File: src/rtl/cv32e40p_cg_enable_ctrl.sv
// Core clock-gate enable controller.
//
// This block decides when the core clock gate is enabled. A single FSM runs on the free-running
// clock and moves through these states:
//   OFF -> WAKE -> RUN -> DRAIN -> SLEEP -> WAKE -> ...
//
// The state codes are chosen so that each output is one flop of the state register:
//   - clock_en_o is state bit 0.
//   - core_sleep_o is state bit 1.
// The gate enable therefore cannot glitch on a state change.
//
// Parameters:
//   IDLE_HOLD (1..255)  consecutive idle cycles in DRAIN before the clock is gated
//   WAKE_DLY  (1..15)   cycles the clock runs after a wake before core_sleep_o drops
//
// Ports:
//   clk_i           free-running ungated clock
//   rst_ni          asynchronous active-low reset
//   fetch_enable_i  core start request, only looked at in OFF
//   sleep_req_i     core requests sleep (WFI retired)
//   core_busy_i     bus transactions outstanding or pipeline active
//   wake_req_i      pending interrupt or debug request
//   stats_clr_i     synchronous clear of the sleep-cycle counter
//   clock_en_o      enable for the core clock gate
//   core_sleep_o    core asleep or not yet running
//   sleep_cycles_o  cycles spent in SLEEP (saturating)
//
// Optional feature macro: CV32E40P_CG_SLEEP_STATS_EN
//   - Defined: the saturating sleep-cycle counter is built.
//   - Undefined: sleep_cycles_o is tied to 0 and stats_clr_i is ignored.

module cv32e40p_cg_enable_ctrl #(
   parameter int unsigned IDLE_HOLD = 4,
   parameter int unsigned WAKE_DLY  = 2
) (
   input  logic        clk_i,
   input  logic        rst_ni,
   input  logic        fetch_enable_i,
   input  logic        sleep_req_i,
   input  logic        core_busy_i,
   input  logic        wake_req_i,
   input  logic        stats_clr_i,
   output logic        clock_en_o,
   output logic        core_sleep_o,
   output logic [15:0] sleep_cycles_o
);

   // Bit layout is {disambiguation, core_sleep, clock_en}.
   typedef enum logic [2:0] {
      StOff   = 3'b010,
      StWake  = 3'b011,
      StRun   = 3'b001,
      StDrain = 3'b101,
      StSleep = 3'b110
   } state_e;

   localparam logic [7:0] WakeLoad = 8'(WAKE_DLY - 1);
   localparam logic [7:0] IdleLoad = 8'(IDLE_HOLD - 1);

   state_e     state_q, state_d;
   logic [7:0] cnt_q, cnt_d;

   always_ff @(posedge clk_i or negedge rst_ni) begin
      if (!rst_ni) begin
         state_q <= StOff;
         cnt_q   <= 8'd0;
      end else begin
         state_q <= state_d;
         cnt_q   <= cnt_d;
      end
   end

   // Every decrement is guarded by cnt_q != 0, so the counter never underflows.
   always_comb begin
      state_d = state_q;
      cnt_d   = cnt_q;
      unique case (state_q)
         StOff: begin
            if (fetch_enable_i) begin
               state_d = StWake;
               cnt_d   = WakeLoad;
            end
         end
         StWake: begin
            // Wake and sleep requests are deliberately ignored here.
            if (cnt_q == 8'd0) begin
               state_d = StRun;
            end else begin
               cnt_d = cnt_q - 8'd1;
            end
         end
         StRun: begin
            if (sleep_req_i && !core_busy_i && !wake_req_i) begin
               state_d = StDrain;
               cnt_d   = IdleLoad;
            end
         end
         StDrain: begin
            // Any sign of activity aborts the drain before the count is considered.
            if (wake_req_i || core_busy_i || !sleep_req_i) begin
               state_d = StRun;
            end else if (cnt_q == 8'd0) begin
               state_d = StSleep;
            end else begin
               cnt_d = cnt_q - 8'd1;
            end
         end
         StSleep: begin
            if (wake_req_i) begin
               state_d = StWake;
               cnt_d   = WakeLoad;
            end
         end
         default: begin
            state_d = StOff;
            cnt_d   = 8'd0;
         end
      endcase
   end

   assign clock_en_o   = state_q[0];
   assign core_sleep_o = state_q[1];

`ifdef CV32E40P_CG_SLEEP_STATS_EN
   logic [15:0] stats_q;

   // Clear takes priority over the increment.
   always_ff @(posedge clk_i or negedge rst_ni) begin
      if (!rst_ni) begin
         stats_q <= 16'd0;
      end else if (stats_clr_i) begin
         stats_q <= 16'd0;
      end else if ((state_q == StSleep) && (stats_q != 16'hFFFF)) begin
         stats_q <= stats_q + 16'd1;
      end
   end

   assign sleep_cycles_o = stats_q;
`else
   logic unused_stats_clr;
   assign unused_stats_clr = stats_clr_i;
   assign sleep_cycles_o   = 16'd0;
`endif

endmodule

File: config.mk
export PLATFORM = sky130hd
export DESIGN_NAME = cv32e40p_cg_enable_ctrl
export DESIGN_NICKNAME = d
export VERILOG_FILES = /design/src/rtl/cv32e40p_cg_enable_ctrl.sv
export SDC_FILE = /design/constraint.sdc
export NUM_CORES = 1
export LEC_CHECK = 0
export CAP_MARGIN = 20
export CELL_PAD_IN_SITES_DETAIL_PLACEMENT = 2
export CELL_PAD_IN_SITES_GLOBAL_PLACEMENT = 2
export CORE_MARGIN = 1
export CORE_UTILIZATION = 27
export CTS_CLUSTER_DIAMETER = 50
export DETAILED_ROUTE_END_ITERATION = 10
export PLACE_DENSITY = 0.75
export SKIP_LAST_GASP = 1
export SLEW_MARGIN = 40
export SYNTH_ARGS = -nofsm -noshare
export SYNTH_HDL_FRONTEND = slang
export SYNTH_SLANG_ARGS = --single-unit
File: constraint.sdc
create_clock -name clk_i -period 2.4 [get_ports clk_i]
set_clock_uncertainty 0.15 [all_clocks]
set_input_delay 0.48 -clock clk_i [delete_from_list [all_inputs] [get_ports clk_i]]
set_output_delay 0.48 -clock clk_i [all_outputs]
set_load 0.005 [all_outputs]
==> impl_metrics.py, run 1 <==
metrics = {
    "routing": {
        "wl_per_cell_um": 13.6,
        "wirelength_mm": 2.08,
        "first_iter_violations": 37,
        "ant_nets": 0,
        "drc": 0,
        "firstDrtPassIters": 4,
        "viasPerCell": 4.80,
        "dr_total_vias": 734,
    },
    "floorplan": {
        "core_um2": 3050,
        "die_y_um": 58.7,
        "ioPinCount": 25,
        "rows": 20,
        "start_util": 0.284,
        "fp.dieArea_um2": 3440,
        "die_x_um": 58.7,
    },
    "yosys": {
        "synth_most_common_cell": "buf_4",
        "ys_dominant_reg_cell": "dfrtp_1",
        "avgSynthCellArea_um2": 8.94,
        "synth.ff_latch_count": 11,
        "netlist_instances": 97,
        "netlist_top_cells_area": "dfrtp_1, buf_4, mux2i_1",
        "synthTopCellsByCount": "buf_4, dfrtp_1, a21oi_1",
        "yosysUniqueCellTypes": 38,
        "synth_edf_count": 0,
        "synth_area_um2": 867,
        "netlist.area_leader.share": 0.289,
        "synthArstFlopShare": 1.00,
        "synth_top_area_cell": "dfrtp_1",
        "ys_warn_count": 0,
        "ys_seq_area_frac": 0.319,
    },
    "sta": {
        "fin_crit_sh": 0.916,
        "worstMarginPinSlew_ps": 562,
        "finalHoldViolations": 0,
        "grt_setup_unrepaired": "false",
        "final_max_slew_viol_count": 0,
        "finalWorstPathRequiredPeriod_ps": 2200,
        "max_slew_margin": 0.624,
        "setup_viol": 0,
        "hold_ws_ps": 418,
        "max_freq_mhz": 455,
    },
    "flow_run": {
        "timing.max_cap.violations": 0,
    },
    "power": {
        "leakage_nw": 0.426,
        "ir_drop_mv": 0.176,
        "p_per_area_nw_per_um2": 979,
    },
    "setup_path": {
        "start_kind": "input port",
        "cp_max_fo": 12,
        "ff2ff_path_depth": 7,
        "crit_chain": "clkdlybuf4s50_1, nor3b_1, o22ai_1, buf_4, or4_1, a21oi_1",
        "cp.arrival_ps": 2240,
        "cp_slowest_cell": "or4_1",
        "required_ps": 2440,
        "worst-path-buf-inv": 2,
        "cp_top_family": "simple AND/OR/NAND/NOR gates",
        "end_kind": "flop",
        "path_class": "input port to flop",
        "crit_cells": 6,
        "slowest_delay_ps": 500,
    },
    "global_routing": {
        "grt_first_pass_wirelength_mm": 3.44,
        "grt_max_degree": 13,
        "antenna_found_initial": 0,
        "grt_usage": 0.135,
        "grt_overflow": 0,
        "grt_pass1_vias": 709,
    },
    "cts": {
        "cts_max_path_buffers": 2,
        "postCtsHoldBufs": 0,
        "cts_tree": "yes",
        "ctsRootBufferMaster": "clkbuf_4",
        "htree_levels": 1,
        "clkLatencyLatePin_ps": 270,
        "cts_sinks": 11,
        "post_cts_buffers": 0,
        "cts_buffers": 3,
        "cts_resized": 0,
        "clkTransAtPathRegs_ps": 80,
    },
    "final_layout": {
        "fillers": 362,
        "final_util": 0.324,
        "diodes": 0,
        "drive_gt1_frac": 0.174,
        "fin_nets": 119,
        "area_growth_pct": 14.1,
    },
    "outcome": {
        "status": "complete, no violations",
    },
    "hold_path": {
        "hold_path_class": "input port to async pin",
    },
    "place": {
        "gp_congestion": 0.819,
        "numPortBuffers": 7,
        "hpwl_mm": 1.64,
    },
}
-- final timing paths --
check                           startpoint         end  slack [ps]
worst max register to register    cnt_q[0]    cnt_q[5]         250
max in group asynchronous           rst_ni  state_q[1]        1310
worst min register to register    cnt_q[4]    cnt_q[4]         430
min in group clk_i                cnt_q[4]    cnt_q[4]         430
worst min-delay path                rst_ni    cnt_q[2]         420
worst max-delay path            wake_req_i    cnt_q[4]         200
-- metal layers --
layer | global-route usage | part of all wire | vias to the layer above
met5 | 0 | 0 | -
met1 | 0.178 | 0.45 | 366
met3 | 0.0198 | 0.026 | 4
met4 | 0.0612 | 0.013 | 0
met2 | 0.220 | 0.51 | 14
li1 | - | - | 350
-- worst reg2reg max path, cell delays in order, from the launching register on --
cell and delay (ps):
dfrtp_1 400, inv_1 110, ha_1 190, or3b_2 470
nor4b_1 280, buf_4 230, nor4_1 80, mux2i_1 120
-- layout make-up --
| class | instances | area [um2] | share of cell area |
|---|---|---|---|
| clock buffer | 4 | 26.3 | 0.0265 |
| inverter | 3 | 11.3 | 0.0114 |
| multi-input combinational | 76 | 490 | 0.496 |
| sequential | 11 | 277 | 0.279 |
| tap | 44 | 55.1 | 0.0556 |
| timing repair buffer | 15 | 130 | 0.131 |
-- registers in the layout, indices dropped and copies added (netlist names) --
register	count
cnt_q	8
state_q	3
-- cell families (layout without fill, tap and decap cells) --
| kind of cell | count (synthesis) | in the layout | synth area share |
|---|---|---|---|
| fa+ha+maj | 2 | 2 | 0.0289 |
| mux | 5 | 5 | 0.0592 |
| flops | 11 | 11 | 0.319 |
| simple gates | 32 | 32 | 0.241 |
| other cells | 1 | 16 | 0.00432 |
| xor+xnor | 1 | 1 | 0.0101 |
| buf+inv | 25 | 22 | 0.180 |
| compound gates | 20 | 20 | 0.157 |
-- through the flow --
stage	area (um2)	setup slack, ps	power [W]	cells	TNS, ps
6_report	990	202	0.000969	153	0
2_1_floorplan	923	322	0.000695	112	0
3_5_place_dp	963	-110	0.000847	149	-450
4_1_cts	990	170	0.000982	153	0
5_1_grt	990	92.7	0.00106	153	0
3_3_place_gp	963	-33.6	0.000810	149	-104
-- layout by cell type, fill, tap and decap left out, drive strengths merged, types with 4 or more instances in the layout --
master / synthesis / layout
conb: 1 / 16
dfrtp: 10 / 10
buf: 19 / 8
clkdlybuf4s50: 0 / 7
a21oi: 6 / 6
or4: 5 / 5
mux2i: 4 / 4
or3: 4 / 4
o31ai: 4 / 4
clkbuf: 3 / 4
-- power by group --
group	leakage (nW)	switching, W	internal (W)
registers	0.133	0.0000728	0.000266
clock network	0.0150	0.0000663	0.0000643
logic	0.278	0.000259	0.000241
Note: power is estimated with default switching activity, not from simulation.
==> run 2: changes to the inputs <==
- CORE_UTILIZATION: 27 -> 29
- PLACE_DENSITY: 0.75 -> 0.8
- clock period: 2.4 -> 2.6 ns (I/O delays scaled with it)
==> run 2 against run 1 <==
Die area is 6.7% lower. Combinational power is 18% lower. Clock power is 5% lower. Cell area is 4.7% lower. Non-clock buffer count is 4 lower. First-iteration DRC count is 70% lower. Sequential cell count stayed put. The run now ends with design-rule violations left. Setup slack better by 190 ps. Sequential share of layout area is 1.4 points higher.
==> impl_metrics.py, run 2 (synthesis gave the netlist of run 1 again) <==
metrics = {
    "sta": {
        "final_max_slew_viol_count": 0,
        "finalWorstPathRequiredPeriod_ps": 2210,
        "grt_setup_unrepaired": "false",
        "finalSetupTns_ps": 0,
        "max_slew_margin": 0.652,
        "worstMarginPinSlew_ps": 521,
        "fin_crit_sh": 0.849,
        "finalHoldViolations": 0,
        "setup_viol": 0,
        "max_freq_mhz": 453,
    },
    "setup_path": {
        "crit_chain": "clkdlybuf4s50_1",
        "slowest_delay_ps": 700,
        "ff2ff_setup_slack_ps": 450,
        "cp_top_family": "flip-flops",
        "cp_slowest_cell": "dfstp_2",
        "required_ps": 1930,
        "crit_cells": 1,
        "path_class": "flop to primary output",
        "ff2ff_path_depth": 7,
        "worst-path-buf-inv": 1,
        "start_kind": "flop",
        "end_kind": "primary output",
        "cp.arrival_ps": 1540,
        "cp_max_fo": 14,
    },
    "cts": {
        "ctsRootBufferMaster": "clkbuf_4",
        "cts_max_path_buffers": 2,
        "postCtsHoldBufs": 0,
        "clkLatencyLatePin_ps": 280,
        "cts_buffers": 3,
        "cts_sinks": 11,
        "htree_levels": 1,
        "cts_tree": "yes",
        "cts_resized": 0,
        "post_cts_buffers": 0,
        "clkTransAtPathRegs_ps": 70,
    },
    "outcome": {
        "status": "finished, violations left",
        "violations": "design-rule violations",
    },
    "floorplan": {
        "fp.dieArea_um2": 3210,
        "core_um2": 2810,
        "rows": 19,
        "die_x_um": 56.7,
        "start_util": 0.309,
        "ioPinCount": 25,
        "die_y_um": 56.7,
    },
    "final_layout": {
        "final_util": 0.336,
        "fin_nets": 115,
        "diodes": 0,
        "final_common_cell": "conb_1",
        "largest_register": "cnt_q",
        "area_growth_pct": 8.80,
        "layout_common_cells": "conb_1, dfrtp_1, clkdlybuf4s50_1",
        "drive_gt1_frac": 0.143,
        "largest_register_ff_count": 8,
        "design_area_um2": 943,
        "largestRegisters": "cnt_q (8), state_q (3)",
    },
    "global_routing": {
        "grt_overflow": 0,
        "antenna_found_initial": 0,
        "grt_max_degree": 15,
        "grt_pass1_vias": 768,
        "grt_usage": 0.147,
        "grt_first_pass_wirelength_mm": 3.53,
    },
    "place": {
        "hpwl_mm": 1.52,
        "post_dp_cell_area_um2": 917,
        "numPortBuffers": 7,
        "gp_congestion": 0.697,
    },
    "routing": {
        "first_iter_violations": 11,
        "viasPerCell": 5.32,
        "dr_total_vias": 723,
        "wl_per_cell_um": 14.9,
        "drc": 4,
        "wirelength_mm": 2.03,
        "ant_nets": 0,
        "firstDrtPassIters": 6,
    },
    "hold_path": {
        "hold_path_class": "input port to async pin",
    },
    "power": {
        "p_per_area_nw_per_um2": 931,
        "leakage_nw": 0.407,
        "ir_drop_mv": 0.228,
        "total_power_w": 0.000879,
    },
    "flow_run": {
        "timing.max_cap.violations": 0,
    },
}
-- run 2: cell types whose count changed in the layout (fill, tap and decap cells not counted) --
cell,delta
buf_4,-4
-- run 2: power breakdown --
part	switching [W]	total, W	internal (W)
registers	0.0000958	0.000342	0.000246
logic	0.000206	0.000412	0.000206
clock network	0.0000648	0.000124	0.0000596
-- run 2: worst paths after layout --
kind,from,end
min in group clk_i,cnt_q[5],cnt_q[5]
max in group asynchronous,rst_ni,state_q[1]
worst max-delay path,state_q[1],core_sleep_o
worst min-delay path,rst_ni,cnt_q[6]
worst max register to register,cnt_q[0],cnt_q[0]
worst min register to register,cnt_q[5],cnt_q[5]
-- run 2: stage by stage --
step	std cells	worst slack [ps]	hold slack (ps)
after detailed placement	132	133	428
after global placement	132	177	397
after global routing	136	306	470
after floorplan	112	522	74.4
final	136	392	429
after CTS	136	382	439
-- run 2: worst reg2reg max path: stages, from the launching register on --
cell       delay (ps)
dfrtp_1           410
inv_1             110
ha_1              170
or3b_2            460
nor4b_1           270
buf_4             240
a311oi_1           60
a2bb2oi_1         160
-- run 2: routing by layer --
metal | global-route usage | vias to the layer above | part of all wire
li1 | - | 346 | -
met1 | 0.165 | 352 | 0.42
met2 | 0.253 | 18 | 0.52
met3 | 0.0369 | 7 | 0.036
met4 | 0.0821 | 0 | 0.029
met5 | 0 | - | 0
-- run 2: layout make-up --
cell class                 count  area (um2)
multi-input combinational     76         490
sequential                    11         277
clock buffer                   4        26.3
timing repair buffer          11         100
inverter                       3        11.3
fill                         340        1860
tap                           31        38.8
==> run 3: changes to the inputs <==
- CORE_UTILIZATION: 29 -> 27
- PLACE_DENSITY: 0.8 -> 0.75
- clock period: 2.6 -> 2.2 ns (I/O delays scaled with it)
==> run 3 against run 2 <==
The run now ends clean. Clock-buffer cell count unchanged. Combinational power increased by 55%. Register-to-register slack got worse by 380 ps.
==> impl_metrics.py, run 3 (synthesis gave the netlist of run 1 again) <==
metrics = {
    "cts": {
        "clkLatencyLatePin_ps": 280,
        "cts_sinks": 11,
        "htree_levels": 1,
        "cts_tree": "yes",
        "clkTransAtPathRegs_ps": 80,
        "cts_buffers": 3,
        "ctsRootBufferMaster": "clkbuf_4",
        "cts_max_path_buffers": 2,
    },
    "global_routing": {
        "antenna_found_initial": 0,
        "grt_usage": 0.149,
        "grt_first_pass_wirelength_mm": 3.82,
        "grt_pass1_vias": 790,
        "grt_overflow": 0,
        "grt_max_degree": 14,
    },
    "floorplan": {
        "start_util": 0.284,
        "fp.dieArea_um2": 3440,
        "die_x_um": 58.7,
        "ioPinCount": 25,
        "rows": 20,
        "die_y_um": 58.7,
        "core_um2": 3050,
    },
    "power": {
        "p_per_area_nw_per_um2": 1100,
        "total_power_w": 0.00115,
        "leakage_nw": 0.464,
        "ir_drop_mv": 0.203,
    },
    "setup_path": {
        "rr_startpoint": "cnt_q[5]",
        "crit_end": "cnt_q[7]",
        "start_kind": "flop",
        "cp-startpoint": "cnt_q[5]",
        "cp.arrival_ps": 2190,
        "ff2ff_path_depth": 4,
        "cp_max_fo": 4,
        "path_class": "flop to flop",
        "required_ps": 2260,
        "r2r_end": "cnt_q[7]",
        "ff2ff_setup_slack_ps": 70,
        "end_kind": "flop",
    },
    "sta": {
        "fin_crit_sh": 0.970,
        "max_freq_mhz": 468,
        "max_slew_margin": 0.633,
        "hold_ws_ps": 362,
        "worstMarginPinSlew_ps": 549,
        "finalHoldViolations": 0,
        "finalWorstPathRequiredPeriod_ps": 2130,
        "setup_viol": 0,
        "final_max_slew_viol_count": 0,
    },
    "outcome": {
        "status": "complete, no violations",
    },
    "routing": {
        "first_iter_violations": 75,
        "viasPerCell": 4.89,
        "wl_per_cell_um": 14.9,
        "ant_nets": 0,
        "wirelength_mm": 2.35,
        "firstDrtPassIters": 4,
        "dr_total_vias": 772,
        "drc": 0,
    },
    "final_layout": {
        "layout_common_cells": "conb_1, buf_4, dfrtp_1",
        "area_growth_pct": 20.8,
        "final_common_cell": "conb_1",
        "largestRegisters": "cnt_q (8), state_q (3)",
        "fin_nets": 124,
        "largest_register": "cnt_q",
        "drive_gt1_frac": 0.228,
        "diodes": 0,
        "largest_register_ff_count": 8,
    },
    "place": {
        "numPortBuffers": 7,
        "hpwl_mm": 1.75,
        "gp_congestion": 0.763,
    },
    "hold_path": {
        "hold_path_class": "input port to async pin",
    },
    "flow_run": {
        "timing.max_cap.violations": 0,
    },
}
run 3: repair_timing:
action	in CTS	in global routing
setup buffers	0	2
hold buffers	0	0
setup endpoints to repair	0	8
gates resized for setup	0	5
run 3: final cells by class:
class                      instances  area, um2
fill                             363       2010
clock buffer                       4       26.3
multi-input combinational         76        513
sequential                        11        277
inverter                           3       11.3
timing repair buffer              20        165
tap                               44       55.1
run 3: worst min-delay path by stage:
stage | to | start | depth (start not counted)
final | cnt_q[4] | rst_ni | 1
after global routing | cnt_q[5] | rst_ni | 1
after CTS | cnt_q[4] | rst_ni | 1
after detailed placement | cnt_q[4] | cnt_q[4] | 2
after global placement | cnt_q[4] | cnt_q[4] | 2
after floorplan | cnt_q[0] | rst_ni | 0
run 3: power breakdown:
group	switching, W	internal (W)	leakage (nW)
clock	0.0000799	0.0000704	0.0150
combinational	0.000328	0.000309	0.316
sequential	0.0000755	0.000289	0.133
run 3: critical path, cell delays in order (launching register included):
cell	delay, ps
dfrtp_1	410
or4_4	560
or3_1	390
or4_1	410
a21oi_1	150
run 3: metal layers:
| layer | up-vias | track usage | share of wire |
|---|---|---|---|
| met2 | 21 | 0.251 | 0.51 |
| met5 | - | 0 | 0 |
| met4 | 0 | 0.102 | 0.038 |
| li1 | 359 | - | - |
| met3 | 11 | 0.0198 | 0.029 |
| met1 | 381 | 0.176 | 0.42 |
run 3: through the flow:
stage | instance area, um2 | util | instances | setup TNS (ps) | setup WS (ps)
after floorplan | 923 | - | 112 | 0 | 122
after global placement | 978 | 0.320 | 151 | -871 | -158
after detailed placement | 978 | 0.320 | 151 | -1470 | -239
after CTS | 1000 | 0.329 | 155 | 0 | 37.9
after global routing | 1050 | 0.343 | 158 | -5.73 | -5.73
final | 1050 | 0.343 | 158 | 0 | 65.0
